<file path="src/rtl/pixel_frame_scheduler.sv">
// pixel_frame_scheduler: sequences one image frame through erase, expose and convert
// phases, then reads the rows one at a time. Each captured row is handed off on a
// valid/ready handshake.
// Optional build macro PIXEL_CONTINUOUS_EN: DONE loops back to ERASE so that frames run
// back-to-back after the first start. Without it, DONE returns to IDLE and each start
// runs one frame.
module pixel_frame_scheduler #(
  parameter int unsigned H         = 4,
  parameter int unsigned W         = 4,
  parameter int unsigned C_ERASE   = 5,
  parameter int unsigned C_EXPOSE  = 255,
  parameter int unsigned C_CONVERT = 255,
  parameter int unsigned C_READ    = 5
) (
  input  logic                                 clk,
  input  logic                                 reset,
  input  logic                                 start,
  output logic                                 erase,
  output logic                                 expose,
  output logic                                 convert,
  output logic [H-1:0]                         read,
  input  logic [8*W-1:0]                       pix_data,
  output logic [8*W-1:0]                       row_data,
  output logic [((H > 1) ? $clog2(H) : 1)-1:0] row_idx,
  output logic                                 row_valid,
  input  logic                                 row_ready,
  output logic                                 busy,
  output logic                                 frame_done
);

  localparam int unsigned RowW = (H > 1) ? $clog2(H) : 1;

  localparam logic [15:0]     LastErase   = 16'(C_ERASE - 1);
  localparam logic [15:0]     LastExpose  = 16'(C_EXPOSE - 1);
  localparam logic [15:0]     LastConvert = 16'(C_CONVERT - 1);
  localparam logic [15:0]     LastRead    = 16'(C_READ - 1);
  localparam logic [RowW-1:0] LastRow     = RowW'(H - 1);

  typedef enum logic [2:0] {
    StIdle,
    StErase,
    StExpose,
    StConvert,
    StRead,
    StWaitAck,
    StDone
  } state_t;

  state_t          r_state;
  logic [15:0]     r_cnt;
  logic [RowW-1:0] r_row;
  logic [8*W-1:0]  r_row_data;
  logic [RowW-1:0] r_row_idx;
  logic            r_row_valid;

  state_t          w_state_next;
  logic [15:0]     w_cnt_next;
  logic [RowW-1:0] w_row_next;
  logic [8*W-1:0]  w_row_data_next;
  logic [RowW-1:0] w_row_idx_next;
  logic            w_row_valid_next;
  logic            w_transfer;

  assign w_transfer = r_row_valid && row_ready;

  // Next-state logic for the phase sequencer, row counter and output row register.
  always_comb begin
    w_state_next     = r_state;
    w_cnt_next       = r_cnt + 16'd1;
    w_row_next       = r_row;
    w_row_data_next  = r_row_data;
    w_row_idx_next   = r_row_idx;
    w_row_valid_next = r_row_valid;

    unique case (r_state)
      StIdle: begin
        w_cnt_next = '0;
        w_row_next = '0;
        if (start) begin
          w_state_next = StErase;
        end
      end
      StErase: begin
        if (r_cnt == LastErase) begin
          w_state_next = StExpose;
          w_cnt_next   = '0;
        end
      end
      StExpose: begin
        if (r_cnt == LastExpose) begin
          w_state_next = StConvert;
          w_cnt_next   = '0;
        end
      end
      StConvert: begin
        if (r_cnt == LastConvert) begin
          w_state_next = StRead;
          w_cnt_next   = '0;
          w_row_next   = '0;
        end
      end
      StRead: begin
        // The array drives the selected row on pix_data during the final read cycle.
        if (r_cnt == LastRead) begin
          w_state_next     = StWaitAck;
          w_cnt_next       = '0;
          w_row_data_next  = pix_data;
          w_row_idx_next   = r_row;
          w_row_valid_next = 1'b1;
        end
      end
      StWaitAck: begin
        w_cnt_next = '0;
        if (w_transfer) begin
          w_row_valid_next = 1'b0;
          if (r_row != LastRow) begin
            w_state_next = StRead;
            w_row_next   = r_row + RowW'(1);
          end else begin
            w_state_next = StDone;
          end
        end
      end
      StDone: begin
        w_cnt_next = '0;
        w_row_next = '0;
`ifdef PIXEL_CONTINUOUS_EN
        w_state_next = StErase;
`else
        w_state_next = StIdle;
`endif
      end
      default: begin
        w_state_next     = StIdle;
        w_cnt_next       = '0;
        w_row_next       = '0;
        w_row_valid_next = 1'b0;
      end
    endcase
  end

  // Phase-decoded outputs. The row select is one-hot on the current row, and only in READ.
  always_comb begin
    erase      = (r_state == StErase);
    expose     = (r_state == StExpose);
    convert    = (r_state == StConvert);
    busy       = (r_state != StIdle);
    frame_done = (r_state == StDone);
    read       = '0;
    for (int i = 0; i < H; i++) begin
      read[i] = (r_state == StRead) && (r_row == RowW'(i));
    end
  end

  assign row_data  = r_row_data;
  assign row_idx   = r_row_idx;
  assign row_valid = r_row_valid;

  // State and datapath registers. Reset wins over any pending row transfer.
  always_ff @(posedge clk) begin
    if (!reset) begin
      r_state     <= StIdle;
      r_cnt       <= '0;
      r_row       <= '0;
      r_row_data  <= '0;
      r_row_idx   <= '0;
      r_row_valid <= 1'b0;
    end else begin
      r_state     <= w_state_next;
      r_cnt       <= w_cnt_next;
      r_row       <= w_row_next;
      r_row_data  <= w_row_data_next;
      r_row_idx   <= w_row_idx_next;
      r_row_valid <= w_row_valid_next;
    end
  end

endmodule

</file>
<file path="config.mk">
export PLATFORM = sky130hd
export DESIGN_NAME = pixel_frame_scheduler
export DESIGN_NICKNAME = d
export VERILOG_FILES = /design/src/rtl/pixel_frame_scheduler.sv
export SDC_FILE = /design/constraint.sdc
export NUM_CORES = 1
export LEC_CHECK = 0
export CAP_MARGIN = 15
export CORE_MARGIN = 3
export CORE_UTILIZATION = 41
export CTS_BUF_LIST = sky130_fd_sc_hd__clkbuf_4 sky130_fd_sc_hd__clkbuf_8 sky130_fd_sc_hd__clkbuf_16
export DETAILED_ROUTE_END_ITERATION = 10
export GPL_ROUTABILITY_DRIVEN = 0
export GPL_TIMING_DRIVEN = 1
export PLACE_DENSITY = 0.72
export SYNTH_ARGS = -nofsm -noshare
export SYNTH_HDL_FRONTEND = slang
export SYNTH_SLANG_ARGS = --single-unit
</file>
<file path="constraint.sdc">
create_clock -name clk -period 1.7 [get_ports clk]
set_clock_uncertainty 0.05 [all_clocks]
set_input_delay 0.51 -clock clk [delete_from_list [all_inputs] [get_ports clk]]
set_output_delay 0.51 -clock clk [all_outputs]
set_load 0.005 [all_outputs]
</file>
---- Word level (Yosys, flattened, before mapping) ----
Index checks and enable logic that the tools add are counted.
operators by class
  add/subtract/negate cells ............... 2
  equal/unequal tests ..................... 19
  mux-type cells .......................... 18
  bitwise logic cells ..................... 2
  reduce and logical (&&, ||, !) cells .... 16
operators with widths
  cell                   count
  $mux 16                2
  $pmux 16 s2            1
  $mux 3                 6
  $pmux 3 s6             1
  $add 16x1->16 const B  1
  $eq 16x3->1 const B    1
  $eq 16x8->1 const B    1
  $ne 2x2->1 const B     5
  $eq 3x3->1 const B     3
  $mux 2                 4
  $eq 3x2->1 const B     2
  $ne 2x1->1 const B     3
  $pmux 2 s3             1
  $reduce_and 6->1       1
  $logic_and 1x1->1      5
  $reduce_or 5->1        1
  $eq 2x2->1 const B     2
  $reduce_and 4->1       1
  $reduce_or 2->1        2
  $eq 3x1->1 const B     1
  $logic_not 3->1        1
  $pmux 1 s3             1
  $reduce_and 3->1       1
  $reduce_bool 3->1      1
  other kinds (7)        9
storage, ports and cells
  register bits ........................... 56
  bits of input ports ..................... 36
  output and inout bits ................... 44
  word-level logic and storage cells ...... 63

---- Longest topological paths before layout ----
  depth in word-level cells ............... 4
  depth in mapped cells ................... 9
  depth with buffers taken out ............ 7

---- Least setup slack after synthesis ----
No wires, ideal clock.
  path kind ............................... reg-to-reg
  start ................................... register r_cnt[0]
  end ..................................... register r_row_data[28] (netlist: row_data[28])
  setup time .............................. 0.116 ns
  data arrival time ....................... 1.695 ns
  required time ........................... 1.534 ns
  path slack .............................. -0.161 ns
  stages on the path, launching flop included .. 10
  buffers on the path ..................... 2
  period minus slack after synthesis ...... 1.861 ns
  cell sequence ........................... dfxtp_1 inv_1 ha_1 nor4b_1 nand4_1 or3b_1 buf_4 buf_6 nand2_1 a21boi_1
between the ends
  word-level cells in the longest chain between the ends .. 2
ends and longest elaborated chain
  what                               line  RTL
  from (decl)                        50    logic [15:0] r_cnt;
  from (signal assigned)             170   r_cnt <= w_cnt_next;
  $eq 16x3->1                        104   if (r_cnt == LastRead) begin
  $reduce_and 2->1 (no source line)  -
  to (signal assigned)               172   r_row_data <= w_row_data_next;
  to (decl)                          52    logic [8*W-1:0] r_row_data;
No other way between the ends.
A chain may end at the register's enable or synchronous reset.

---- Final worst setup path ----
  start ................................... register r_cnt[0]
  end ..................................... register r_row_data[26] (netlist: row_data[26])
Same word-level chain as after synthesis.

==> results.ini <==
[sta]
final_max_slew_viol_count = 0
rsz0062_at_grt = true
slew_headroom_pct = 73.4
setup_viol = 59
hold_violations = 0
tightest_slew_ps = 397
fin_setup_tns_ps = -7610
period_needed_ps = 1890
layout_setup_ws_ps = -189
finalCritPeriodShare_pct = 111
clock.fmax_ghz = 0.529

[detailed_routing]
drc_errors = 0
ant_nets = 0
first_iter_violations = 66
via_count = 2457
routed_via_density = 4.94
dr_wl_met3_um = 361
maxUsedRoutingLayer = met4
avgRoutedWirePerCell_um = 14.2
wl_met2_mm = 3.40
wl_met1_mm = 3.25
first_pass_iters = 4
finalWirelength_mm = 7.05

[cts]
cts_buffer_depth = 2
cts_tree = done
htreeDepth = 2
path_clk_slew_ps = 90
cts_root_buffer = clkbuf_8
cts_buffers = 5
worstSkewPairLatency_ps = 310
hold_buffers = 0
clock_sinks = 56

[worst_setup_path]
reg2reg_from = r_cnt[0]
slowest_stage = or3b_4
reg2reg_slack_ps = -190
cp.arrival_ps = 2040
critical_path_peak_fanout = 35
endpoint_kind = flop
required_ps = 1850
max_stage_delay_ps = 370
path_class = reg -> reg
start_kind = flop
rr_worst_depth = 9
crit_path_cell_trace = inv_2 > ha_4 > nor4b_4 > nand4_1 > buf_4 > or3b_4 > buf_12 > nand2_1 > a21boi_2
crit-reg2reg-capture = row_data[26]

[placement]
dpl_worst_slack_ps = -218
placed_cells = 470
hpwl_mm = 4.20
io_buffers = 79

[job]
drv_cap = 0

[run_status]
status = finished with violations
violations = negative setup slack

[synthesis]
synthArstFlopShare_pct = 0
synth.top_cell.area_share_pct = 44.8
yosysSeqAreaShare_pct = 44.8
synth_common_cells = nand2_1 (81), dfxtp_1 (56), a21boi_1 (30), nor2_1 (25), xnor2_1 (9)
syn_nets = 339
avgSynthCellArea_um2 = 8.45
yosysWarnings = 0
yosys.area.top_type = dfxtp_1
synth.area.top_cells = dfxtp_1 (45%), nand2_1 (12%), a21boi_1 (9.0%), nor2_1 (3.8%), ha_1 (3.5%)
syn_area_mm2 = 0.00250
ys.flop_type = dfxtp_1
synth_edf_count = 0
synth_seq_cells = 56
syn_inst = 296
synthDistinctLibCells = 39
synth_most_common_cell = nand2_1

[final_layout]
areaGrowthSynthToFinish_pct = 66.8
drive_gt1_share_pct = 36.0
instances_no_fill = 497
multi_input_area_mm2 = 0.00151
nNetsFinal = 468
antennaDiodeCount = 0
final_core_util_pct = 73.0
fillers = 421
final-seq-area_mm2 = 0.00116

[grt]
track_usage_pct = 18.5
grt_max_degree = 36
grt_pass1_vias = 2268
grt_pass1_wl_mm = 10.8
antenna_found_initial = 0
gr-total-overflow = 0

[power_and_ir_drop]
power_mw = 3.37
power_leakage_nw = 1.75
worst_ir_drop_vdd_mv = 0.883
power_density_mw_per_mm2 = 808

[floorplan]
core_mm2 = 0.00571
die_area_mm2 = 0.00707
rows = 27
chipWidth_um = 84.1
io_pins = 80
start_util_pct = 43.8
dieHeight_um = 84.1

[min_path]
hold_path_class = reg -> reg
holdPathStages = 2
hold_path_startpoint = row_data[1]
holdPathEnd = row_data[1]

==> cell usage in the layout (no fill, tap or decap), drive strengths merged, types with 2 or more instances in the layout <==
cell / netlist / routed
nand2: 81 / 81
buf: 9 / 66
dfxtp: 56 / 56
clkdlybuf4s50: 0 / 35
a21boi: 35 / 35
dlygate4sd2: 0 / 33
nor2: 25 / 25
xnor2: 9 / 9
xor2: 7 / 7
clkbuf: 7 / 7
o21ai: 7 / 7
ha: 7 / 7
nand4: 6 / 6
inv: 6 / 6
and2: 6 / 6
nand3: 5 / 5
nor3: 4 / 4
nor3b: 4 / 4
nor2b: 3 / 3
nor4: 2 / 2
and4: 2 / 2
nand3b: 2 / 2
dlymetal6s2s: 0 / 2
and3b: 2 / 2
==> per-stage QoR <==
step / cell area (um^2) / hold WS, ps
final: 4170 / 410
after global routing: 4170 / 430
after CTS: 3890 / 411
after detailed placement: 3620 / 402
after global placement: 3620 / 390
after floorplan: 2510 / 376
==> kinds of logic after synthesis <==
logic type | synth area share (%)
xor+xnor | 5.61
flops | 44.8
simple gates | 27.7
buf+inv | 4.55
mux | 0.400
fa+ha+maj | 3.50
compound gates | 13.4
==> area by class of cell <==
class,count,area share (%)
multi-input cells,218,36.3
repair buffers,138,31.3
flip-flops and latches,56,27.7
clock buffers,5,1.65
well taps,72,2.16
inverters,6,0.540
clock inverters,2,0.300
==> repair_timing <==
| item | in CTS | in global routing |
|---|---|---|
| cloned | 1 | 2 |
| hold endpoints to repair | 0 | 0 |
| setup buffers | 15 | 5 |
| pin swaps | 10 | 31 |
| setup endpoints to repair | 96 | 65 |
| resized for setup | 121 | 65 |
==> critical path, delay by kind of cell, from the launching register on <==
family | cells | cell delay [ps]
AOI/OAI and AO/OA | 1 | 60
adders and majority gates | 1 | 110
DFF | 1 | 330
and+or+nand+nor | 4 | 810
buffers and inverters | 3 | 420
==> state kept, by name, indices dropped and copies added (netlist names) <==
name,flops
r_state,3
row_idx,2
row_data,32
row_valid,1
r_row,2
r_cnt,16
==> per-layer routing <==
metal / GRT usage [%] / up-vias
li1: - / 1236
met4: 5.70 / 0
met3: 3.75 / 6
met1: 23.9 / 1157
met5: 0 / -
met2: 30.8 / 58
==> report_power, final <==
group	switching (mW)	internal, mW
clock network	0.418	0.280
registers	0.0406	1.36
logic	0.543	0.727
total	1.00	2.37
==> worst max path at each step <==
stage / cells past startpoint / slack (ps) / end / from
final: 9 / -190 / row_data[26] / r_cnt[0]
after detailed placement: 6 / -220 / r_row[0] / row_ready
after CTS: 3 / -140 / busy / r_state[2]
after global routing: 9 / -270 / row_data[26] / r_cnt[1]
after floorplan: 9 / -50 / row_data[28] / r_cnt[0]
after global placement: 4 / -180 / read[1] / r_state[2]
(Power assumes the default switching activity.)
